$ cat src/rtl/cpu_sequencer.sv
`default_nettype none
// ============================================================================
// Module   : cpu_sequencer
// Brief    : Four-state fetch/decode/execute/writeback controller with start,
//            single-step and halt control for the 8-bit processor datapath.
// Revision : 1.0 - initial release
// ============================================================================
module cpu_sequencer #(
    parameter int PC_W        = 4,
    parameter int JUMP_TARGET = 0
) (
    input  logic            clk,
    input  logic            rst,
    input  logic            i_start,
    input  logic            i_single_step,
    input  logic [7:0]      i_instr_in,
    output logic [PC_W-1:0] o_pc_out,
    output logic [7:0]      o_ir_out,
    output logic [1:0]      o_rs1,
    output logic [1:0]      o_rs2,
    output logic [1:0]      o_rd,
    output logic [2:0]      o_alu_op,
    output logic            o_reg_write,
    output logic            o_busy,
    output logic            o_halted,
    output logic [2:0]      o_state,
    output logic [7:0]      o_retired
);

    localparam logic [PC_W-1:0] c_JUMP_PC  = PC_W'(JUMP_TARGET);
    localparam logic [7:0]      c_HALT_IR  = 8'hFF;
    localparam logic [1:0]      c_OP_JUMP  = 2'b11;

    typedef enum logic [2:0] {
        S_IDLE      = 3'd0,
        S_FETCH     = 3'd1,
        S_DECODE    = 3'd2,
        S_EXECUTE   = 3'd3,
        S_WRITEBACK = 3'd4,
        S_HALT      = 3'd5
    } state_t;

    state_t          r_state;
    state_t          w_next_state;
    logic [PC_W-1:0] r_pc;
    logic [7:0]      r_ir;
    logic [7:0]      r_retired;
    logic            w_retire;
    logic            w_is_jump;

    assign w_is_jump = (r_ir[7:6] == c_OP_JUMP);

    always_ff @(posedge clk or posedge rst) begin
        if (rst) begin
            r_state   <= S_IDLE;
            r_pc      <= '0;
            r_ir      <= '0;
            r_retired <= '0;
        end else begin
            r_state <= w_next_state;
            if (r_state == S_FETCH) begin
                r_ir <= i_instr_in;
            end
            if (r_state == S_WRITEBACK) begin
                r_pc <= w_is_jump ? c_JUMP_PC : r_pc + PC_W'(1);
            end
            if (w_retire && (r_retired != 8'hFF)) begin
                r_retired <= r_retired + 8'd1;
            end
        end
    end

    // A HALT instruction counts as retired when it leaves DECODE.
    always_comb begin
        w_next_state = r_state;
        w_retire     = 1'b0;
        case (r_state)
            S_IDLE:      if (i_start) w_next_state = S_FETCH;
            S_FETCH:     w_next_state = S_DECODE;
            S_DECODE: begin
                if (r_ir == c_HALT_IR) begin
                    w_next_state = S_HALT;
                    w_retire     = 1'b1;
                end else begin
                    w_next_state = S_EXECUTE;
                end
            end
            S_EXECUTE:   w_next_state = S_WRITEBACK;
            S_WRITEBACK: begin
                w_retire     = 1'b1;
                w_next_state = i_single_step ? S_IDLE : S_FETCH;
            end
            S_HALT:      w_next_state = S_HALT;
            default:     w_next_state = S_IDLE;
        endcase
    end

    always_comb begin
        o_alu_op    = 3'b000;
        o_reg_write = 1'b0;
        if ((r_state == S_EXECUTE) || (r_state == S_WRITEBACK)) begin
            case (r_ir[7:6])
                2'b00:   o_alu_op = 3'b001;
                2'b01:   o_alu_op = 3'b010;
                2'b10:   o_alu_op = 3'b011;
                default: o_alu_op = 3'b000;
            endcase
        end
        if ((r_state == S_WRITEBACK) && !w_is_jump) begin
            o_reg_write = 1'b1;
        end
    end

    assign o_pc_out  = r_pc;
    assign o_ir_out  = r_ir;
    assign o_rs1     = r_ir[5:4];
    assign o_rs2     = r_ir[3:2];
    assign o_rd      = r_ir[1:0];
    assign o_busy    = (r_state == S_FETCH) || (r_state == S_DECODE) ||
                       (r_state == S_EXECUTE) || (r_state == S_WRITEBACK);
    assign o_halted  = (r_state == S_HALT);
    assign o_state   = r_state;
    assign o_retired = r_retired;

endmodule
`default_nettype wire

$ cat config.mk
export PLATFORM = sky130hd
export DESIGN_NAME = cpu_sequencer
export DESIGN_NICKNAME = d
export VERILOG_FILES = /design/src/rtl/cpu_sequencer.sv
export SDC_FILE = /design/constraint.sdc
export NUM_CORES = 1
export LEC_CHECK = 0
export BUFFER_PORTS_ARGS = -buffer_cell sky130_fd_sc_hd__buf_2
export CORE_UTILIZATION = 30
export DETAILED_ROUTE_END_ITERATION = 10
export GPL_TIMING_DRIVEN = 0
export PLACE_DENSITY = 0.65
export SLEW_MARGIN = 15
export SYNTH_ARGS = -nofsm -noshare
export SYNTH_HDL_FRONTEND = slang
export SYNTH_SLANG_ARGS = --single-unit
$ cat constraint.sdc
create_clock -name clk -period 1.95 [get_ports clk]
set_clock_uncertainty 0.1 [all_clocks]
set_input_delay 0.4875 -clock clk [delete_from_list [all_inputs] [get_ports clk]]
set_output_delay 0.4875 -clock clk [all_outputs]
set_load 0.02 [all_outputs]
After elaboration in Yosys (flattened, before gate mapping)
Cells that the tools add are included.
W data, S select, Z words.
{"block": "word_totals", "register_bits": 23, "out_inout_bits": 35, "word_cells": 36}
{"block": "classes", "addsub": 2, "n_eq_ne": 11, "n_reduce_logical": 9, "n_mux": 10}
{"operator": "$pmux W3 S6", "count": 1}
{"operator": "$add A8 B1 Y8 const B", "count": 1}
{"operator": "$eq A8 B8 Y1 const B", "count": 1}
{"operator": "$ne A8 B8 Y1 const B", "count": 1}
{"operator": "$eq A3 B2 Y1 const B", "count": 2}
{"operator": "$eq A3 B3 Y1 const B", "count": 2}
{"operator": "$mux W3", "count": 2}
{"operator": "$pmux W2 S3", "count": 1}
{"operator": "$add A4 B1 Y4 const B", "count": 1}
{"operator": "$eq A2 B2 Y1 const B", "count": 2}
{"operator": "$logic_or A1 B1 Y1", "count": 4}
{"operator": "$mux W4", "count": 1}
{"operator": "$eq A3 B1 Y1 const B", "count": 1}
{"operator": "$logic_not A3 Y1", "count": 1}
{"operator": "$mux W1", "count": 3}
{"operator": "$eq A2 B1 Y1 const B", "count": 1}
{"operator": "$logic_and A1 B1 Y1", "count": 2}
{"operator": "$logic_not A2 Y1", "count": 1}
{"operator": "$mux W2", "count": 1}
{"operator": "$ne A2 B2 Y1 const B", "count": 1}
{"operator": "$pmux W1 S2", "count": 1}
{"operator": "$logic_not A1 Y1", "count": 1}

Depth between registers and ports, before layout
Gate-level depths: netlist (run 1).
{"block": "depth", "ltp_word": 4, "mapped_depth": 6, "depth_no_buf": 5}

Least setup slack after synthesis (run 1)
OpenSTA, ideal clock, no wires.
{"block": "synth_timing", "path_kind": "register to output", "startpoint": "reg r_state[1] (netlist: o_state[1])", "endpoint": "out o_reg_write", "stages_incl_launch_ff": 5, "path_slack_ps": -127, "required_time_ps": 1362, "arrival_time_ps": 1490, "path_cell_list": "dfrtp_1 -> buf_4 -> or3b_1 -> buf_6 -> nor2_1"}
{"block": "synth_between", "elab_chain_len": 3}
{"element": "start: declaration", "line_no": "43", "source": "state_t r_state;"}
{"element": "start signal: assignment", "line_no": "60", "source": "r_state <= w_next_state;"}
{"element": "$eq A3 B3 Y1", "line_no": "109", "source": "if ((r_state == S_WRITEBACK) && !w_is_jump) begin"}
{"element": "$logic_and A1 B1 Y1", "line_no": "109"}
{"element": "$mux W1", "line_no": "109"}
{"element": "end: declaration", "line_no": "23", "source": "output logic o_reg_write,"}
No other way between the ends.

Worst setup path in the final report (run 1)
{"block": "layout_timing", "startpoint": "reg r_state[0] (netlist: o_state[0])", "endpoint": "out o_alu_op[0]"}
{"block": "layout_between", "elab_chain_len": 3, "word_cells_on_any_way": 4, "cone_classes": "2 x eq/ne; 1 x mux; 1 x reduce/logical"}
{"element": "$eq A3 B2 Y1 or $eq A3 B3 Y1 (tied branches)", "line_no": "101", "source": "if ((r_state == S_EXECUTE) || (r_state == S_WRITEBACK)) begin"}
{"element": "$logic_or A1 B1 Y1 *", "line_no": "101"}
{"element": "$mux W2 *", "line_no": "101"}
{"element": "end: declaration", "line_no": "22", "source": "output logic [2:0] o_alu_op,"}
Mark *: on every way between the ends. The rest lies on a longest branch, timed or not.

==> out/qor.txt, run 1 <==
DRT iter0 DRCs - 31
Tot Pwr - 0.002571 W
Syn. warnings - 0
# nets final - 183
syn nets - 129
H-tree Lvls - 1
via count - 1010
FMAX - 494.9 MHz
first-pass GRT wire length - 4374 um
Final min period - 2.021 ns
Worst path slowest cell - or3b_4
crit path DAT - 1.43 ns
# diodes - 0
final hold violations - 0
largest net degree at the start of global routing - 24
cts-stage hold buffer count - 0
Async S/R FF share, synth - 1.000
r2r endpoint - o_retired[1]
drt drc - 0
CP Capture Point - o_alu_op[0]
Setup violations, final - 3
Die X - 65.74 um
status - finished with violations
Critical path origin - o_state[0]
Crit. End Element - primary output
Final GP Congestion - 0.7455
reg-to-reg startpoint - o_state[0]
R2R Setup Slk - 0.09 ns
Initial Utilization - 0.3232
TritonCTS Buffers - 3
clk slew on worst S/H paths - 0.07 ns
Global Route Usage Sum - 0.1332
Die ar. - 4321 um2
FF-to-FF path depth - 6
Main synth FF type - dfrtp_1
Mean Syn Cell Area - 10.88 um2
synthesized area - 1219 um2
Post-Syn Instances - 112
Port Buffers - 45
Hold Path Class - primary input to asynchronous set/reset pin
WP data required - 1.36 ns
EDFF count, synth - 0
fin crit share - 1.036
Rel. slew slack - 0.4155
via/cell ratio - 4.742
kind of critical path - flop to primary output
crit-path max cell delay - 0.44 ns
Core Footprint - 3771 um2
Post-DP HPWL - 1912 um
Slew Viols, Final - 0
Seq/Total Area, Yosys - 0.4723
Synth-to-Final Area Change - 33.98%
clk_lat worst skew - 0.25 ns
final setup margin - -0.07051 ns
Pleak - 0.7972 nW
CTS sink cnt - 23
Pwr per Cell Area - 1575 nW/um2
number of global-route vias before repair - 967
Max Cap Violations - 0
Yosys cell types - 31
GR Overflow Total - 0
WL/cell - 12.07 um
Yosys reg bits - 23
antenna-violating nets left - 0
first drt pass iteration count - 4
maximum vdd drop - 0.8167 mV
pre-CTS setup slack - -0.09851 ns
row cnt - 22
Routed WL - 2571 um
Slew @ Worst Pin - 0.8758 ns
Root Buffer Master - clkbuf_8
RSZ-0062 raised after global routing - yes
failing checks - setup timing
antenna violations before repair - 0
DIE HEIGHT - 65.74 um
Clock Tree Buf Depth - 2
I/O pin cnt - 47
CP Launch Type - flop
crit path cell chain - or3b_4 > o21ai_4 > o21a_2 > buf_6
CTS tree - yes
layout cells sized above 1 - 0.5212
worst-path maximum fanout - 3
==> placed cells by master, fill, tap and decap left out, types with 2 or more instances in the layout <==
| cell | instances |
|---|---|
| o21ai_0 | 6 |
| nor2_1 | 5 |
| buf_2 | 42 |
| dfrtp_1 | 20 |
| inv_1 | 3 |
| clkbuf_8 | 3 |
| buf_6 | 3 |
| dfrtp_2 | 3 |
| a21oi_1 | 2 |
| xnor2_1 | 9 |
| and4_1 | 2 |
| nand4_1 | 8 |
| ha_1 | 4 |
| o21ai_4 | 2 |
| buf_4 | 14 |
| nand3_1 | 3 |
| mux2_2 | 7 |
| nand2_1 | 6 |
==> metal layers <==
| layer | vias up | wire (um) | GRT usage |
|---|---|---|---|
| li1 | 488 | - | - |
| met1 | 487 | 1222 | 0.1706 |
| met2 | 31 | 1192 | 0.2079 |
| met3 | 4 | 112 | 0.04167 |
| met4 | 0 | 43 | 0.04891 |
| met5 | - | 0 | 0 |
==> synth_stat cells, types with 2 or more instances <==
master / number / area (um2)
nand3_1: 3 / 15.01
and2_1: 2 / 12.51
mux2_2: 7 / 78.83
buf_6: 2 / 22.52
ha_1: 5 / 62.56
a21oi_1: 2 / 10.01
nor2_1: 7 / 26.28
buf_4: 8 / 60.06
o21a_1: 2 / 15.01
xnor2_1: 9 / 78.83
and4_1: 2 / 17.52
nand2_1: 6 / 22.52
inv_1: 4 / 15.01
o21ai_0: 7 / 35.03
dfrtp_1: 23 / 575.6
nand4_1: 8 / 50.05
==> kinds of logic (layout without fill, tap and decap cells) <==
kind of cell / count (synthesis) / count (layout) / share of synthesized area
AND/OR/NAND/NOR: 37 / 37 / 0.1735
flip-flops: 23 / 23 / 0.4723
AO/OA/AOI/OAI: 15 / 15 / 0.07803
buffers and inverters: 14 / 67 / 0.08008
XOR/XNOR: 9 / 9 / 0.06469
multiplexers: 8 / 8 / 0.07700
adder cells (fa/ha/maj): 5 / 5 / 0.05133
other: 1 / 1 / 0.003077
==> critical path: cells and delay by family (launching register included) <==
family | cells | cell delay (ns)
AND/OR/NAND/NOR | 1 | 0.44
flip-flops | 1 | 0.40
AO/OA/AOI/OAI | 2 | 0.23
buffers and inverters | 1 | 0.11
==> flip-flops by register name, indices dropped and copies added (netlist names) <==
signal	flops
o_ir_out	8
o_pc_out	4
o_retired	8
o_state	3
==> worst min-delay path by stage <==
stage | startpoint | to | slack [ns] | cells past startpoint
after floorplan | rst | o_ir_out[0] | 0.39 | 1
after CTS | i_instr_in[6] | o_ir_out[6] | 0.32 | 3
after detailed placement | o_pc_out[3] | o_pc_out[3] | 0.36 | 1
after global routing | i_instr_in[0] | o_ir_out[0] | 0.35 | 2
final | rst | o_pc_out[2] | 0.31 | 2
after global placement | o_pc_out[3] | o_pc_out[3] | 0.35 | 1
==> through the flow <==
stage          hold WS (ns)  cell area (um2)  instances  setup TNS [ns]  utilization
2_1_floorplan        0.3893             1230        112       -0.009812            -
3_3_place_gp         0.3503             1515        205         -0.1659       0.4018
3_5_place_dp         0.3639             1515        205         -0.1931       0.4018
4_1_cts              0.3239             1634        215         -0.5132       0.4333
5_1_grt              0.3470             1633        213         -0.3267       0.4330
6_report             0.3066             1633        213         -0.1505       0.4330
==> where the power goes <==
| part | internal, W | total (W) | switching (W) |
|---|---|---|---|
| Clock | 0.000145 | 0.000283 | 0.000137 |
| Combinational | 0.000648 | 0.00148 | 0.000832 |
| Sequential | 0.000648 | 0.000808 | 0.000160 |
==> repair_timing <==
item                                    CTS  global route
endpoints found under the setup margin    3            12
gates resized for setup                  11             6
pin swaps                                 2             2
setup buffers                             7             0
==> layout make-up <==
| cell class | instances | area, um2 |
|---|---|---|
| Fill cell | 363 | 2138 |
| Multi-Input combinational cell | 75 | 581.8 |
| Sequential cell | 23 | 579.3 |
| Timing Repair Buffer | 52 | 296.5 |
| Tap cell | 48 | 60.06 |
| Buffer | 7 | 52.55 |
| Clock buffer | 4 | 45.04 |
| Inverter | 4 | 17.52 |
Power figures use the tool's default switching activity.
==> run 2: changes to the inputs <==
--- a/config.mk
+++ b/config.mk
@@ -5,7 +5,7 @@
 export SDC_FILE = /design/constraint.sdc
 export NUM_CORES = 1
 export LEC_CHECK = 0
-export BUFFER_PORTS_ARGS = -buffer_cell sky130_fd_sc_hd__buf_2
+export BUFFER_PORTS_ARGS = -buffer_cell sky130_fd_sc_hd__buf_4
 export CORE_UTILIZATION = 30
 export DETAILED_ROUTE_END_ITERATION = 10
 export GPL_TIMING_DRIVEN = 0
==> run 2 against run 1 <==
  * The run still ends with setup timing left
  * Sequential share of layout area shrank 1.9 points
  * Cell count is the same
  * Via count shrank 2.3%
  * Clock power is essentially flat
  * First-iteration DRC count shrank 35%
  * Sequential cell count is the same
  * Core utilization grew 2.4 points
  * Final area grew 5.6%
  * Routed wire length grew 4.3%
  * Total power grew 5.3%
  * Fmax shrank 0.72%
  * Critical path type unchanged
  * Largest cell class is now flip-flops and latches
==> out/qor.txt, run 2 (synthesis results as in run 1) <==
most frequent cells in the layout - 56 x buf_4, 20 x dfrtp_1, 9 x xnor2_1, 8 x nand4_1, 7 x mux2_2
# diodes - 0 (unchanged)
Die ar. - 4321 um2 (unchanged)
clk_lat worst skew - 0.25 ns (about the same)
clk slew on worst S/H paths - 0.08 ns (about the same)
Global Route Usage Sum - 0.1337 (+0.0005129)
CP Launch Type - flop
GR Overflow Total - 0 (unchanged)
first-pass GRT wire length - 4464 um (+2.1%)
first drt pass iteration count - 4 (unchanged)
Port Buffers - 45 (unchanged)
maximum vdd drop - 0.8080 mV (-1.1%)
R2R Setup Slk - 0.15 ns (+0.06 ns)
Root Buffer Master - clkbuf_8
Die X - 65.74 um (unchanged)
status - finished with violations
cts-stage hold buffer count - 0 (unchanged)
Slew Viols, Final - 0 (unchanged)
post-route insts no fill - 213 (unchanged)
Setup violations, final - 3 (unchanged)
Crit path buffers/inverters - 1 (unchanged)
kind of critical path - flop to primary output
CTS tree - yes
worst-path maximum fanout - 4 (+1)
DIE HEIGHT - 65.74 um (unchanged)
Clock Tree Buf Depth - 2 (unchanged)
largest net degree at the start of global routing - 24 (unchanged)
number of global-route vias before repair - 957 (-1.0%)
drt drc - 0 (unchanged)
row cnt - 22 (unchanged)
reg-to-reg startpoint - o_ir_out[7]
stages on the worst setup path - 4 (unchanged)
Final GP Congestion - 0.7361 (-1.3%)
TritonCTS Buffers - 3 (unchanged)
Critical path origin - o_state[0]
r2r endpoint - o_retired[1]
Setup TNS - -0.2386 ns (-0.08812 ns)
via count - 987 (-2.3%)
FF-to-FF path depth - 5 (-1)
CTS sink cnt - 23 (unchanged)
Rel. slew slack - 0.4256 (+0.01007)
failing checks - setup timing
Crit. End Element - primary output
Initial Utilization - 0.3232 (unchanged)
via/cell ratio - 4.634 (-2.3%)
crit path DAT - 1.45 ns (+0.02 ns)
Post-DP HPWL - 2009 um (+5.1%)
Pwr per Cell Area - 1571 nW/um2 (-0.24%)
WP data required - 1.36 ns (about the same)
Routed WL - 2682 um (+4.3%)
WL/cell - 12.59 um (+4.3%)
antenna violations before repair - 0 (unchanged)
commonest non-fill, non-tap cell in the layout - buf_4
Core Footprint - 3771 um2 (unchanged)
# nets final - 183 (unchanged)
area of the multi-input gates - 568.0 um2 (-2.4%)
Worst path slowest cell - or3b_4
fin crit share - 1.044 (+0.007545)
Top delay family on crit path - simple AND/OR/NAND/NOR gates
antenna-violating nets left - 0 (unchanged)
final setup margin - -0.08522 ns (-0.01471 ns)
FMAX - 491.3 MHz (-0.72%)
DRT iter0 DRCs - 20 (-35%)
Synth-to-Final Area Change - 41.48%
Seq. cell area - 579.3 um2 (unchanged)
Max Cap Violations - 0 (unchanged)
H-tree Lvls - 1 (unchanged)
RSZ-0062 raised after global routing - yes
Final min period - 2.035 ns (+0.01471 ns)
CP Capture Point - o_alu_op[0]
Fillers - 365 (+0.55%)
Hold Path Class - primary input to asynchronous set/reset pin
Slew @ Worst Pin - 0.8607 ns (-0.01509 ns)
I/O pin cnt - 47 (unchanged)
crit path cell chain - or3b_4 > o21ai_4 > o21a_2 > buf_6
crit-path max cell delay - 0.44 ns (about the same)
Pleak - 0.8201 nW (+2.9%)
Cells after DPL - 205 (unchanged)
layout cells sized above 1 - 0.5152 (-0.006061)
final hold violations - 0 (unchanged)
run 2: cell counts in the layout (fill, tap and decap cells not counted):
No cell type changed its count.
run 2: repair_timing:
| action | 4_1_cts | 5_1_grt |
|---|---|---|
| setup endpoints to repair | 3 | 11 |
| setup buffers | 6 | 1 |
| pin swaps | 2 | 1 |
| resized for setup | 7 | 4 |
run 2: worst min-delay path by stage:
stage	from	to	slack, ns	cells after the start
2_1_floorplan	rst	o_ir_out[0]	0.39	1
5_1_grt	i_instr_in[7]	o_ir_out[7]	0.35	3
6_report	rst	o_ir_out[6]	0.31	2
4_1_cts	rst	o_ir_out[6]	0.34	2
3_3_place_gp	o_pc_out[3]	o_pc_out[3]	0.36	1
3_5_place_dp	o_pc_out[3]	o_pc_out[3]	0.38	1
run 2: power breakdown:
part / total [W] / internal, W / switching (W)
Clock: 0.000283 / 0.000145 / 0.000138
Sequential: 0.000815 / 0.000648 / 0.000168
Combinational: 0.00161 / 0.000780 / 0.000830
run 2: layout make-up:
cell class              instances  area share
flip-flops and latches         23      0.3360
multi-input cells              75      0.3295
repair buffers                 52      0.2329
well taps                      48     0.03483
plain buffers                   7     0.03048
clock buffers                   4     0.02612
inverters                       4     0.01016
run 2: metal layers:
metal | vias up | part of all wire | track usage
met5 | - | 0 | 0
met4 | 0 | 0.010 | 0.03261
met2 | 22 | 0.50 | 0.2207
li1 | 487 | - | -
met1 | 476 | 0.45 | 0.1765
met3 | 2 | 0.035 | 0.02778
run 2: per-stage QoR:
step	worst slack [ns]	power [W]	area (um2)	hold slack (ns)	utilization
after floorplan	-0.009812	0.001779	1230	0.3893	-
final	-0.08522	0.002708	1724	0.3107	0.4572
after CTS	-0.1841	0.002727	1732	0.3363	0.4592
after global placement	-0.08512	0.002306	1628	0.3566	0.4317
after detailed placement	-0.1111	0.002352	1628	0.3792	0.4317
after global routing	-0.1376	0.002896	1724	0.3526	0.4572
